$ cat src/rtl/alu_op_seq_if.sv
`default_nettype none
// ============================================================================
//  Module      : alu_op_seq_if
//  Description : Bundles the three signal groups around alu_op_seq:
//                - operation intake handshake (in_*)
//                - ALU operand/function/enable pins and ALU results (alu_*)
//                - result drain handshake (out_*)
//                The 'slave' modport is the sequencer's view; the 'master'
//                modport is the surrounding environment (producer, ALU and
//                consumer taken together).
//  Revision    : 1.0  initial release
// ============================================================================
interface alu_op_seq_if;
    // operation intake
    logic       in_valid;
    logic       in_ready;
    logic [3:0] in_a;
    logic [3:0] in_b;
    logic [1:0] in_f;
    logic       in_acc;
    // ALU pins (operands out, results in)
    logic [3:0] alu_a;
    logic [3:0] alu_b;
    logic [1:0] alu_f;
    logic       alu_oe;
    logic [3:0] alu_y;
    logic       alu_p;
    logic       alu_ov;
    logic       alu_gt;
    logic       alu_eq;
    logic       alu_lt;
    // result drain
    logic       out_valid;
    logic       out_ready;
    logic [3:0] out_y;
    logic [4:0] out_flags;

    modport slave (
        input  in_valid, in_a, in_b, in_f, in_acc,
        output in_ready,
        output alu_a, alu_b, alu_f, alu_oe,
        input  alu_y, alu_p, alu_ov, alu_gt, alu_eq, alu_lt,
        output out_valid, out_y, out_flags,
        input  out_ready
    );

    modport master (
        output in_valid, in_a, in_b, in_f, in_acc,
        input  in_ready,
        input  alu_a, alu_b, alu_f, alu_oe,
        output alu_y, alu_p, alu_ov, alu_gt, alu_eq, alu_lt,
        input  out_valid, out_y, out_flags,
        output out_ready
    );
endinterface
`default_nettype wire

$ cat src/rtl/alu_op_seq.sv
`default_nettype none
// ============================================================================
//  Module      : alu_op_seq
//  Description : Operand sequencer and result buffer wrapped around a 4-bit
//                combinational ALU. Accepts one operation per handshake,
//                presents it to the ALU for a single EXEC cycle with alu_oe
//                high, captures {y, p, ov, gt, eq, lt} at the end of that
//                cycle into a circular result buffer, and serves the buffer
//                head over a valid/ready drain port.
//  Ports       : clk        rising-edge clock
//                rst_n      synchronous active-low reset
//                bus        alu_op_seq_if.slave (in_*, alu_*, out_* groups)
//  Parameters  : RES_DEPTH  result buffer entries (power of two, >= 2)
//  Build macro : ALU_SEQ_ACC_EN - adds a 4-bit accumulator loaded with alu_y
//                at every capture; an accepted op with in_acc=1 takes its
//                a operand from the accumulator. Undefined: in_acc ignored.
//  Revision    : 1.0  initial release
// ============================================================================
module alu_op_seq #(
    parameter int RES_DEPTH = 2
) (
    input  logic             clk,
    input  logic             rst_n,
    alu_op_seq_if.slave      bus
);

    // Pointers index RES_DEPTH entries; count needs one extra bit to hold
    // the full value. Power-of-two depth lets pointers wrap by overflow.
    localparam int              c_PW    = (RES_DEPTH > 1) ? $clog2(RES_DEPTH) : 1;
    localparam int              c_CW    = $clog2(RES_DEPTH) + 1;
    localparam logic [c_CW-1:0] c_DEPTH = c_CW'(RES_DEPTH);

    typedef enum logic [0:0] {
        S_IDLE = 1'b0,
        S_EXEC = 1'b1
    } state_t;

    state_t          state_q,  state_d;
    logic [3:0]      alu_a_q,  alu_a_d;
    logic [3:0]      alu_b_q,  alu_b_d;
    logic [1:0]      alu_f_q,  alu_f_d;
    logic [c_PW-1:0] rd_ptr_q, rd_ptr_d;
    logic [c_PW-1:0] wr_ptr_q, wr_ptr_d;
    logic [c_CW-1:0] count_q,  count_d;
    logic [3:0]      y_mem_q     [RES_DEPTH];
    logic [3:0]      y_mem_d     [RES_DEPTH];
    logic [4:0]      flags_mem_q [RES_DEPTH];
    logic [4:0]      flags_mem_d [RES_DEPTH];

    logic            w_in_ready;
    logic            w_accept;
    logic            w_push;
    logic            w_pop;
    logic            w_out_valid;
    logic [3:0]      w_op_a;

    // ------------------------------------------------------------------
    // Operand a source
    // ------------------------------------------------------------------
`ifdef ALU_SEQ_ACC_EN
    logic [3:0]      acc_q, acc_d;

    assign w_op_a = bus.in_acc ? acc_q : bus.in_a;

    always_comb begin
        acc_d = acc_q;
        if (w_push) begin
            acc_d = bus.alu_y;
        end
    end

    always_ff @(posedge clk) begin
        if (!rst_n) begin
            acc_q <= '0;
        end else begin
            acc_q <= acc_d;
        end
    end
`else
    logic            w_unused;

    assign w_unused = bus.in_acc;
    assign w_op_a   = bus.in_a;
`endif

    // ------------------------------------------------------------------
    // Handshake qualifiers
    // ------------------------------------------------------------------
    // Acceptance is gated on free space, so the capture one cycle later can
    // never find the buffer full (count only shrinks in between).
    assign w_in_ready  = (state_q == S_IDLE) && (count_q < c_DEPTH);
    assign w_accept    = w_in_ready && bus.in_valid;
    assign w_push      = (state_q == S_EXEC);
    assign w_out_valid = (count_q != '0);
    assign w_pop       = w_out_valid && bus.out_ready;

    // ------------------------------------------------------------------
    // Next-state and datapath
    // ------------------------------------------------------------------
    always_comb begin
        state_d     = state_q;
        alu_a_d     = alu_a_q;
        alu_b_d     = alu_b_q;
        alu_f_d     = alu_f_q;
        rd_ptr_d    = rd_ptr_q;
        wr_ptr_d    = wr_ptr_q;
        count_d     = count_q;
        y_mem_d     = y_mem_q;
        flags_mem_d = flags_mem_q;

        case (state_q)
            S_IDLE: begin
                if (w_accept) begin
                    alu_a_d = w_op_a;
                    alu_b_d = bus.in_b;
                    alu_f_d = bus.in_f;
                    state_d = S_EXEC;
                end
            end
            S_EXEC: begin
                state_d = S_IDLE;
            end
            default: begin
                state_d = S_IDLE;
            end
        endcase

        if (w_push) begin
            y_mem_d[wr_ptr_q]     = bus.alu_y;
            flags_mem_d[wr_ptr_q] = {bus.alu_p, bus.alu_ov, bus.alu_gt,
                                     bus.alu_eq, bus.alu_lt};
            wr_ptr_d              = wr_ptr_q + c_PW'(1);
        end

        if (w_pop) begin
            rd_ptr_d = rd_ptr_q + c_PW'(1);
        end

        // Simultaneous push and pop leaves count unchanged.
        case ({w_push, w_pop})
            2'b10:   count_d = count_q + c_CW'(1);
            2'b01:   count_d = count_q - c_CW'(1);
            default: count_d = count_q;
        endcase
    end

    // ------------------------------------------------------------------
    // State registers; reset discards any in-flight operation.
    // ------------------------------------------------------------------
    always_ff @(posedge clk) begin
        if (!rst_n) begin
            state_q     <= S_IDLE;
            alu_a_q     <= '0;
            alu_b_q     <= '0;
            alu_f_q     <= '0;
            rd_ptr_q    <= '0;
            wr_ptr_q    <= '0;
            count_q     <= '0;
            y_mem_q     <= '{default: '0};
            flags_mem_q <= '{default: '0};
        end else begin
            state_q     <= state_d;
            alu_a_q     <= alu_a_d;
            alu_b_q     <= alu_b_d;
            alu_f_q     <= alu_f_d;
            rd_ptr_q    <= rd_ptr_d;
            wr_ptr_q    <= wr_ptr_d;
            count_q     <= count_d;
            y_mem_q     <= y_mem_d;
            flags_mem_q <= flags_mem_d;
        end
    end

    // ------------------------------------------------------------------
    // Outputs
    // ------------------------------------------------------------------
    assign bus.in_ready  = w_in_ready;
    assign bus.alu_a     = alu_a_q;
    assign bus.alu_b     = alu_b_q;
    assign bus.alu_f     = alu_f_q;
    assign bus.alu_oe    = (state_q == S_EXEC);
    assign bus.out_valid = w_out_valid;
    assign bus.out_y     = y_mem_q[rd_ptr_q];
    assign bus.out_flags = flags_mem_q[rd_ptr_q];

endmodule
`default_nettype wire

$ cat src/flat_wrapper.sv
// flat-port wrapper written by rule: the top's interface ports become plain ports
module alu_op_seq_flat 
#(
    parameter int RES_DEPTH = 2
)
  (clk, rst_n, bus_in_valid, bus_in_a, bus_in_b, bus_in_f, bus_in_acc, bus_in_ready, bus_alu_a, bus_alu_b, bus_alu_f, bus_alu_oe, bus_alu_y, bus_alu_p, bus_alu_ov, bus_alu_gt, bus_alu_eq, bus_alu_lt, bus_out_valid, bus_out_y, bus_out_flags, bus_out_ready);
  alu_op_seq_if bus_i ();
  input  logic clk;
  input  logic rst_n;
  input wire logic [$bits(bus_i.in_valid)-1:0] bus_in_valid;
  input wire logic [$bits(bus_i.in_a)-1:0] bus_in_a;
  input wire logic [$bits(bus_i.in_b)-1:0] bus_in_b;
  input wire logic [$bits(bus_i.in_f)-1:0] bus_in_f;
  input wire logic [$bits(bus_i.in_acc)-1:0] bus_in_acc;
  output wire logic [$bits(bus_i.in_ready)-1:0] bus_in_ready;
  output wire logic [$bits(bus_i.alu_a)-1:0] bus_alu_a;
  output wire logic [$bits(bus_i.alu_b)-1:0] bus_alu_b;
  output wire logic [$bits(bus_i.alu_f)-1:0] bus_alu_f;
  output wire logic [$bits(bus_i.alu_oe)-1:0] bus_alu_oe;
  input wire logic [$bits(bus_i.alu_y)-1:0] bus_alu_y;
  input wire logic [$bits(bus_i.alu_p)-1:0] bus_alu_p;
  input wire logic [$bits(bus_i.alu_ov)-1:0] bus_alu_ov;
  input wire logic [$bits(bus_i.alu_gt)-1:0] bus_alu_gt;
  input wire logic [$bits(bus_i.alu_eq)-1:0] bus_alu_eq;
  input wire logic [$bits(bus_i.alu_lt)-1:0] bus_alu_lt;
  output wire logic [$bits(bus_i.out_valid)-1:0] bus_out_valid;
  output wire logic [$bits(bus_i.out_y)-1:0] bus_out_y;
  output wire logic [$bits(bus_i.out_flags)-1:0] bus_out_flags;
  input wire logic [$bits(bus_i.out_ready)-1:0] bus_out_ready;
  assign bus_i.in_valid = bus_in_valid;
  assign bus_i.in_a = bus_in_a;
  assign bus_i.in_b = bus_in_b;
  assign bus_i.in_f = bus_in_f;
  assign bus_i.in_acc = bus_in_acc;
  assign bus_in_ready = bus_i.in_ready;
  assign bus_alu_a = bus_i.alu_a;
  assign bus_alu_b = bus_i.alu_b;
  assign bus_alu_f = bus_i.alu_f;
  assign bus_alu_oe = bus_i.alu_oe;
  assign bus_i.alu_y = bus_alu_y;
  assign bus_i.alu_p = bus_alu_p;
  assign bus_i.alu_ov = bus_alu_ov;
  assign bus_i.alu_gt = bus_alu_gt;
  assign bus_i.alu_eq = bus_alu_eq;
  assign bus_i.alu_lt = bus_alu_lt;
  assign bus_out_valid = bus_i.out_valid;
  assign bus_out_y = bus_i.out_y;
  assign bus_out_flags = bus_i.out_flags;
  assign bus_i.out_ready = bus_out_ready;
  alu_op_seq #(.RES_DEPTH(RES_DEPTH)) u_core (.clk(clk), .rst_n(rst_n), .bus(bus_i));
endmodule
$ cat config.mk
export PLATFORM = sky130hd
export DESIGN_NAME = alu_op_seq_flat
export DESIGN_NICKNAME = d
export VERILOG_FILES = /design/src/rtl/alu_op_seq_if.sv /design/src/rtl/alu_op_seq.sv /design/src/flat_wrapper.sv
export SDC_FILE = /design/constraint.sdc
export NUM_CORES = 1
export LEC_CHECK = 0
export ABC_AREA = 1
export CORE_ASPECT_RATIO = 1.5
export CORE_UTILIZATION = 65
export DETAILED_ROUTE_END_ITERATION = 12
export DONT_BUFFER_PORTS = 1
export HOLD_SLACK_MARGIN = 0.1
export PLACE_DENSITY_LB_ADDON = 0.3
export SLEW_MARGIN = 25
export SYNTH_ARGS = -nofsm -noshare
export SYNTH_HDL_FRONTEND = slang
export SYNTH_SLANG_ARGS = --single-unit
$ cat constraint.sdc
create_clock -name clk -period 3 [get_ports clk]
set_input_delay 0.6 -clock clk [delete_from_list [all_inputs] [get_ports clk]]
set_output_delay 0.6 -clock clk [all_outputs]
set_load 0.1 [all_outputs]
After elaboration in Yosys (flattened, before gate mapping)
Cells that the tools add are included.
{"block": "totals", "inputBits": 24, "mem_count": 0, "rom_bits": 0, "latch_bits": 0, "out_inout_bits": 22, "ramBits": 0, "reg_bits": 33}
{"block": "op_classes", "add_sub_neg": 4, "shifts": 0, "bitwise_logic": 3, "n_mux": 15, "reduce_logical": 7, "eq_ne": 2, "mul": 0, "div_mod_pow": 0, "magnitude_cmp": 4}
{"op": "$mux W5", "n": 4}
{"op": "$mux W4", "n": 4}
{"op": "$bwmux W10", "n": 1}
{"op": "$bwmux W8", "n": 1}
{"op": "$demux W5 S1", "n": 1}
{"op": "$demux W4 S1", "n": 1}
{"op": "$ge A2 B2 Y1 const B", "n": 2}
{"op": "$logic_and A1 B1 Y1", "n": 4}
{"op": "$not A1 Y2", "n": 2}
{"op": "$pmux W2 S2", "n": 1}
{"op": "$reduce_bool A2 Y1", "n": 2}
{"op": "$add A1 B1 Y1 const B", "n": 2}
{"op": "$add A2 B1 Y2 const B", "n": 1}
{"op": "$eq A2 B1 Y1 const B", "n": 1}
{"op": "$eq A2 B2 Y1 const B", "n": 1}
{"op": "$lt A2 B1 Y1 const B", "n": 1}
{"op": "$lt A2 B2 Y1 const B", "n": 1}
{"op": "$pmux W1 S2", "n": 1}
{"op": "$reduce_and A2 Y1", "n": 1}
{"op": "$sub A2 B1 Y2 const B", "n": 1}
{"op": "$mux W1", "n": 1}
{"op": "$not A1 Y1", "n": 1}

Depth between registers and ports, before layout
Gate-level depths: netlist of run 1.
{"block": "logic_depth", "depth_word": 6, "mapped_depth": 10, "mapped_depth_nobuf": 10}

Least setup slack after synthesis of run 1
Ideal clock, no wire load.
{"block": "synth_path", "kind": "register -> output", "from": "reg u_core.rd_ptr_q", "to": "out bus_out_y[0]", "required_time_ps": 2400, "slack_ps": -189, "path_buffers": 1, "path_stages_with_launch": 3, "arrival_ps": 2589, "path_cell_list": "dfxtp_1 buf_2 o21ai_0"}
{"block": "synth_between", "elab_chain_len": 4}
{"element": "start, declared", "line": "alu_op_seq.sv:42", "rtl": "logic [c_PW-1:0] rd_ptr_q, rd_ptr_d;"}
{"element": "start signal, assigned", "line": "alu_op_seq.sv:166", "rtl": "rd_ptr_q <= rd_ptr_d;"}
{"element": "$not A1 Y2 (implied by the code)", "line": "alu_op_seq.sv:183", "rtl": "assign bus.out_y = y_mem_q[rd_ptr_q];"}
{"element": "$mux W4 (implied by the code) (3 in series)", "line": "alu_op_seq.sv:183"}
{"element": "end, declared", "line": "flat_wrapper.sv:27", "rtl": "output wire logic [$bits(bus_i.out_y)-1:0] bus_out_y;"}
Every way passes these cells. The select of a mux whose other input is x is not followed.

Worst setup path in the final report of run 1
{"block": "layout_path", "from": "reg u_core.state_q (netlist: u_core.bus.alu_oe)", "to": "out bus_in_ready"}
{"block": "layout_between", "elab_chain_len": 2}
{"element": "start, declared", "line": "alu_op_seq.sv:38", "rtl": "state_t state_q, state_d;"}
{"element": "start signal, assigned", "line": "alu_op_seq.sv:162", "rtl": "state_q <= state_d;"}
{"element": "$not A1 Y1"}
{"element": "$logic_and A1 B1 Y1", "line": "alu_op_seq.sv:91", "rtl": "assign w_in_ready = (state_q == S_IDLE) && (count_q < c_DEPTH);"}
{"element": "end, declared", "line": "flat_wrapper.sv:15", "rtl": "output wire logic [$bits(bus_i.in_ready)-1:0] bus_in_ready;"}
Every way passes these cells.

==> impl_metrics.tcl, run 1 <==
set metrics [dict create \
    ir_drop_uv 654 \
    ys_top_cells_by_area "dfxtp_1 (49%), nor2_1 (17%), nand2_1 (9.4%), o21ai_0 (8.1%), o21ai_2 (3.2%)" \
    routed_via_density 5.32 \
    pwr_density_cell_nw_per_um2 806 \
    netlist_area_um2 1350 \
    r2r-end "u_core.bus.alu_a[0]" \
    die_y_um 57.8 \
    critPathSlowestCell "nor2_4" \
    critPathCapture "bus_in_ready" \
    synth.most_common_cell "nor2_1" \
    synth.cells.most_frequent "nor2_1 (61), nand2_1 (34), dfxtp_1 (33)" \
    hold_violations 0 \
    dieArea_um2 2270 \
    core_um2 1900 \
    num-fill-cells 159 \
    post-cts-setup-buffers 0 \
    status "completed" \
    max_slew_margin_pct 34.2 \
    yosys.area_share.simple_pct 28.5 \
    place_congestion 0.666 \
    path_delay_family "simple AND/OR/NAND/NOR gates" \
    wl_um 2660 \
    antenna_found_initial 0 \
    ys_seq_area_share_pct 48.9 \
    critPathLaunchType "flop" \
    num_rows 19 \
    synth_fp_nets 211 \
    synth_top_family_by_area "simple AND/OR/NAND/NOR gates" \
    grt.total_usage_pct 27.6 \
    grt_overflow_total 0 \
    cp.required_ns 2.40 \
    cts_buffer_depth 2 \
    synthMuxAreaShare_pct 0 \
    grt_pass1_vias 1102 \
    async_flop_share_pct 0 \
    synthAdderAreaFrac_pct 0.926 \
    path_class "reg -> out" \
    synth_compound_area_share_pct 14.0 \
    synth-main-ff-cell "dfxtp_1" \
    io_buffers 0 \
    crit_start "u_core.bus.alu_oe" \
    min_period_over_period_pct 68.7 \
    arrival_ns 1.46 \
    cts_tree "built" \
    postSynthAreaPerCell_um2 7.27 \
    final_nets 223 \
    synth_top_area_share_pct 48.9 \
    synth_top_area_cell "dfxtp_1" \
    min_from "rst_n" \
    areaGrowthSynthToFinish_pct 9.35 \
    drt_iter0_drc 28 \
    ff2ff_path_depth 6 \
    setup_viol 0 \
    rsz0062_at_grt "no" \
    crit_buf_inv 1 \
    slew_viol_final 0 \
    drc 0 \
    cp_slowest_stage_delay_ns 0.55 \
    period_needed_ns 2.06 \
    synth.distinct_cells 17 \
    r2r_start "u_core.bus.alu_oe" \
    synth-xor-area-share_pct 0 \
    synthCells 186 \
    hpwl_um 1900 \
    synth-edff-count 0 \
    cts_buffers 5 \
    ios 46 \
    post_dp_cell_area_um2 1420 \
    post_drt_wl_per_cell_um 12.1 \
    clock-sinks 33 \
    vias 1171 \
    die_w_um 39.2 \
    path_clk_slew_ns 0.11 \
    ant_nets 0 \
    yosysWarnings 0 \
    hold_class "in -> reg" \
    grt_pass1_wl_um 4260 \
    initial_utilization_pct 71.1 \
    leakagePower_nw 0.657 \
    cts_resized 0 \
    max-cap-violations 0 \
    design_area_um2 1480 \
    tightest_slew_ns 0.986 \
    grt_max_degree 34 \
    hold_buffers 0 \
    cts-htree-levels 2 \
    cp.depth 2 \
    r2r_slack_ns 1.20 \
    firstDrtPassIters 4 \
    fin_skew_ns 0.00918 \
    crit_chain "buf_4 -> nor2_4" \
    endpoint_kind "output pin" \
    insertion_delay_ns 0.35 \
    fmax_ghz 0.485 \
    final.setup.tns_ns 0 \
    crit_path_max_fanout 5 \
    antenna_cells 0 \
    drive_gt1_share_pct 14.6 \
    synth_seq_cells 33 \
    clock-root-buffer "clkbuf_4" \
]
[placed cells by master, fill, tap and decap left out, drive strengths merged]
master	synthesis	layout
buf	6	12
ha	1	1
inv	10	10
a21oi	3	3
clkbuf	1	5
clkinvlp	0	3
dfxtp	33	33
o21ai	31	31
clkinv	3	3
nand2	35	35
nor2	62	62
nand4	1	1
[metal layers]
metal,share of wire (%),global-route usage (%)
met1,35,26.5
met3,8.0,8.05
met4,1.8,20.7
met5,0,0
met2,55,46.4
[report_power, final]
part	internal (mW)	switching (mW)	total [mW]	leakage [nW]
Sequential	0.478	0.136	0.614	0.271
Combinational	0.0737	0.254	0.327	0.363
Clock	0.0904	0.159	0.249	0.0234
Total	0.642	0.549	1.19	0.657
[worst min path at each step]
stage	endpoint	slack [ns]	cells after the start
after floorplan	u_core.y_mem_q[4]	0.43	2
after global placement	u_core.wr_ptr_q	0.45	2
after detailed placement	u_core.wr_ptr_q	0.47	2
after CTS	u_core.bus.alu_oe	0.33	2
after global routing	u_core.bus.alu_a[1]	0.33	2
final	u_core.bus.alu_oe	0.35	2
[metrics by stage]
stage          setup slack [ns]  power [mW]  utilization, %  hold WS, ns  std cells
2_1_floorplan             0.571       0.903               -        0.431        186
3_3_place_gp               1.28       0.941            74.5        0.450        212
3_5_place_dp               1.22       0.954            74.5        0.469        212
4_1_cts                   0.926        1.20            77.7        0.330        220
5_1_grt                   0.894        1.25            77.7        0.334        220
6_report                  0.938        1.19            77.7        0.352        220
[cells by family (layout without fill, tap and decap cells)]
logic type      Yosys count  after routing
simple gates             98             98
compound gates           34             34
flops                    33             33
buf+inv                  20             33
fa+ha+maj                 1              1
[final cells by class]
class,count,area [um^2],share of cell area (%)
tap,21,26.3,1.78
clock buffer,5,37.5,2.54
inverter,13,50.0,3.39
timing repair buffer,12,90.1,6.10
sequential,33,661,44.7
multi-input combinational,133,591,40.0
clock inverter,3,22.5,1.52
[worst register-to-register path, cell delays in order, from the launching register on]
cell and delay, ns:
dfxtp_1 0.32, buf_4 0.24, nor2_4 0.56, nand2_4 0.24
clkinv_2 0.19, nor2_1 0.06, nor2_1 0.14
[state kept, by name (all words and copies together), names as in the netlist]
| register | flops |
|---|---|
| u_core.bus.alu_f | 2 |
| u_core.y_mem_q | 8 |
| u_core.count_q | 2 |
| u_core.rd_ptr_q | 1 |
| u_core.bus.alu_oe | 1 |
| u_core.wr_ptr_q | 1 |
| u_core.bus.alu_b | 4 |
| u_core.bus.alu_a | 4 |
| u_core.flags_mem_q | 10 |
Power figures use the tool's default switching activity.
==> inputs of run 2 (changes only) <==
- CORE_UTILIZATION: 65 -> 60
- clock period: 3 -> 2 ns (I/O delays scaled with it)
==> impl_metrics.tcl, run 2 (synthesized netlist as in run 1, its figures left out) <==
set metrics [dict create \
    reg.largest.list "u_core.flags_mem_q x10, u_core.y_mem_q x8" \
    drt_iter0_drc 27 \
    grt_pass1_vias 1108 \
    max_slew_margin_pct 77.2 \
    design_area_um2 1550 \
    vias 1204 \
    post-cts-setup-buffers 0 \
    antenna_cells 0 \
    top_usage_layer "met2" \
    clock-root-buffer "clkbuf_4" \
    largest_register_ffs 10 \
    path_clk_slew_ns 0.09 \
    wl_um 2680 \
    core_um2 2080 \
    slew_viol_final 0 \
    routed_via_density 5.19 \
    ios 46 \
    grt_max_degree 34 \
    globalRouteMet2Util_pct 45.6 \
    cts_buffer_depth 2 \
    grt.met3_usage_pct 8.92 \
    critPathLaunchType "flop" \
    cts_resized 0 \
    insertion_delay_ns 0.34 \
    setup_viol 0 \
    die_y_um 60.1 \
    dieArea_um2 2450 \
    io_buffers 0 \
    post_drt_wl_per_cell_um 11.6 \
    grt.total_usage_pct 24.4 \
    period_needed_ns 1.72 \
    final_nets 234 \
    hold_violations 0 \
    drive_gt1_share_pct 18.6 \
    final.setup.tns_ns 0 \
    min_period_over_period_pct 86.0 \
    pwr_density_cell_nw_per_um2 1160 \
    num-fill-cells 169 \
    final_common_cell "nor2_1" \
    status "completed" \
    rsz0062_at_grt "no" \
    post_dp_cell_area_um2 1500 \
    ir_drop_uv 976 \
    endpoint_kind "output pin" \
    dp_cells 224 \
    grt_overflow_total 0 \
    holdWs_ns 0.174 \
    met1_usage_pct 20.7 \
    grt_pass1_wl_um 4050 \
    fin_skew_ns 0.00694 \
    leakagePower_nw 0.722 \
    hold_buffers 0 \
    max-cap-violations 0 \
    crit_path_max_fanout 9 \
    final_cell_mix "nor2_1 (61), nand2_1 (34), dfxtp_1 (33), buf_4 (23), o21ai_0 (21)" \
    path_class "reg -> out" \
    r2r_slack_ns 0.60 \
    cts-htree-levels 2 \
    regMostFlops "u_core.flags_mem_q" \
    num_rows 20 \
    tightest_slew_ns 0.342 \
    fin_cells 232 \
    ant_nets 0 \
    die_w_um 40.8 \
    place_congestion 0.706 \
    antenna_found_initial 0 \
    areaGrowthSynthToFinish_pct 14.9 \
    arrival_ns 1.32 \
    cp.required_ns 1.60 \
    fmax_ghz 0.581 \
    initial_utilization_pct 65.1 \
    drc 0 \
    cts_tree "built" \
    firstDrtPassIters 4 \
    cts_buffers 5 \
    hold_class "in -> reg" \
    clock-sinks 33 \
    hpwl_um 1920 \
]
==> run 2: changes by cell type in the layout (fill, tap and decap cells not counted), sizes merged <==
cell,before,now
buf,12,23
clkinvlp,3,0
clkinv,3,5
clkbuf,5,6
==> run 2: cell type report <==
class / instances / area (um^2) / share of cell area (%)
tap: 22 / 27.5 / 1.77
clock inverter: 2 / 10.0 / 0.645
clock buffer: 6 / 41.3 / 2.66
multi-input combinational: 133 / 591 / 38.0
sequential: 33 / 661 / 42.5
inverter: 13 / 50.0 / 3.22
timing repair buffer: 23 / 173 / 11.1
==> run 2: worst max-delay path, cell delays in order, from the launching register on <==
cell,delay [ns]
dfxtp_1,0.34
clkinv_1,0.23
nand2_1,0.13
nand2_1,0.06
buf_4,0.23
==> run 2: path summary, 6_finish.rpt <==
| path | startpoint | to | depth (start not counted) |
|---|---|---|---|
| setup / recovery | u_core.rd_ptr_q | bus_out_y[3] | 4 |
| hold / removal | rst_n | u_core.bus.alu_b[0] | 2 |
| hold reg to reg | u_core.wr_ptr_q | u_core.wr_ptr_q | 2 |
| setup reg to reg | u_core.count_q[0] | u_core.count_q[1] | 10 |
==> run 2: per-layer routing <==
| metal | vias up | wire (um) |
|---|---|---|
| met5 | - | 0 |
| met4 | 0 | 53 |
| met3 | 6 | 158 |
| met2 | 32 | 1500 |
| met1 | 537 | 965 |
| li1 | 629 | - |
==> run 2: power by group <==
| part | leakage [nW] | internal, mW | total (mW) | switching [mW] |
|---|---|---|---|---|
| clock | 0.0320 | 0.134 | 0.350 | 0.216 |
| combinational | 0.419 | 0.144 | 0.703 | 0.559 |
| sequential | 0.271 | 0.717 | 0.748 | 0.0302 |
| total | 0.722 | 0.995 | 1.80 | 0.805 |
==> run 2: stage by stage <==
step           worst slack [ns]  power, mW  utilization (%)
3_3_place_gp              0.630       1.45             72.3
2_1_floorplan            0.0544       1.36                -
5_1_grt                   0.146       1.88             74.8
3_5_place_dp              0.623       1.47             72.3
6_report                  0.279       1.80             74.8
4_1_cts                   0.257       1.81             74.8
==> inputs of run 3 (changes only) <==
- GPL_ROUTABILITY_DRIVEN: default -> 0
- REMOVE_ABC_BUFFERS: default -> 1
- TNS_END_PERCENT: default -> 30
==> impl_metrics.tcl, run 3 (synthesized netlist as in run 1, its figures left out) <==
set metrics [dict create \
    status "completed" \
    num_rows 20 \
    critPathLaunchType "flop" \
    p_total_mw 1.89 \
    wl_um 2970 \
    r2r_start "u_core.count_q[1]" \
    cts_buffer_depth 2 \
    hpwl_um 2060 \
    ff2ff_path_depth 10 \
    cts_tree "built" \
    hold_buffers 0 \
    arrival_ns 1.35 \
    fmax_ghz 0.570 \
    insertion_delay_ns 0.34 \
    die_w_um 40.8 \
    post_drt_wl_per_cell_um 12.8 \
    path_class "reg -> out" \
    firstDrtPassIters 4 \
    max_slew_margin_pct 76.6 \
    die_y_um 60.1 \
    period_needed_ns 1.75 \
    endpoint_kind "output pin" \
    grt_pass1_wl_um 4490 \
    final_common_cell "nor2_1" \
    r2r_slack_ns 0.62 \
    rsz0062_at_grt "no" \
    ant_nets 0 \
    ir_drop_uv 779 \
    grt_pass1_vias 1185 \
    grt.total_usage_pct 27.5 \
    drt_iter0_drc 52 \
    leakagePower_nw 0.731 \
    largest_register_ffs 10 \
    path_clk_slew_ns 0.10 \
    post-cts-setup-buffers 0 \
    core_um2 2080 \
    min_period_over_period_pct 87.7 \
    hold_violations 0 \
    antenna_cells 0 \
    final_cell_mix "nor2_1 (61), nand2_1 (34), dfxtp_1 (33), buf_4 (23), o21ai_0 (21)" \
    grt_overflow_total 0 \
    vias 1223 \
    slew_viol_final 0 \
    dieArea_um2 2450 \
    cts_buffers 5 \
    max-cap-violations 0 \
    critPathCapture "bus_out_flags[0]" \
    regMostFlops "u_core.flags_mem_q" \
    clock-sinks 33 \
    pwr_density_cell_nw_per_um2 1200 \
    final_nets 234 \
    io_buffers 0 \
    crit_start "u_core.rd_ptr_q" \
    drive_gt1_share_pct 19.0 \
    utilization_pct 75.7 \
    ios 46 \
    hold_class "in -> reg" \
    reg.largest.list "u_core.flags_mem_q x10, u_core.y_mem_q x8" \
    initial_utilization_pct 65.1 \
    routed_via_density 5.27 \
    fin_skew_ns 0.00659 \
    tightest_slew_ns 0.349 \
    antenna_found_initial 0 \
    clock-root-buffer "clkbuf_4" \
    r2r-end "u_core.count_q[1]" \
    setup_viol 0 \
    cts-htree-levels 2 \
    drc 0 \
    areaGrowthSynthToFinish_pct 16.3 \
    grt_max_degree 34 \
    crit_path_max_fanout 9 \
    cts_resized 0 \
    cp.required_ns 1.60 \
]
## run 3: changes by cell type in the layout (fill, tap and decap cells not counted)
cell / delta
clkinv_2: -1
clkbuf_8: +2
clkbuf_1: -1
## run 3: area by class of cell
| type | count | area (um^2) |
|---|---|---|
| Sequential cell | 33 | 661 |
| Multi-Input combinational cell | 133 | 591 |
| Fill cell | 167 | 505 |
| Timing Repair Buffer | 23 | 173 |
| Clock buffer | 7 | 65.1 |
| Inverter | 13 | 50.0 |
| Tap cell | 22 | 27.5 |
| Clock inverter | 1 | 5.00 |
## run 3: routing by layer
metal	share of wire (%)	GRT usage (%)	vias to the layer above
met5	0	0	-
met4	1.7	14.8	0
met3	7.6	10.4	5
met2	56	48.3	50
met1	35	25.4	546
li1	-	-	622
## run 3: worst min path at each step
stage / cells past startpoint / startpoint / end / slack, ns
floorplan: 2 / u_core.y_mem_q[4] / u_core.y_mem_q[4] / 0.42
global placement: 2 / u_core.wr_ptr_q / u_core.wr_ptr_q / 0.45
detailed placement: 2 / u_core.wr_ptr_q / u_core.wr_ptr_q / 0.46
CTS: 2 / rst_n / u_core.bus.alu_a[2] / 0.16
global route: 2 / rst_n / u_core.bus.alu_a[1] / 0.15
finish: 2 / rst_n / u_core.bus.alu_a[2] / 0.16
## run 3: power by group
part / internal [mW] / switching [mW]
Combinational: 0.144 / 0.564
Sequential: 0.718 / 0.0326
Clock: 0.204 / 0.228
## run 3: stage by stage
step	TNS, ns	hold WS, ns	cells	instance area (um^2)	setup WS, ns
CTS	0	0.161	232	1570	0.225
detailed placement	0	0.464	224	1500	0.613
global route	0	0.149	232	1570	0.152
finish	0	0.158	232	1570	0.245
global placement	0	0.450	224	1500	0.634
floorplan	-0.929	0.424	179	1300	-0.929
## run 3: critical path: stages, from the launching register on
cell and delay, ns:
dfxtp_1 0.35, clkinv_1 0.24, nand2_1 0.13, nand2_1 0.06
buf_4 0.23
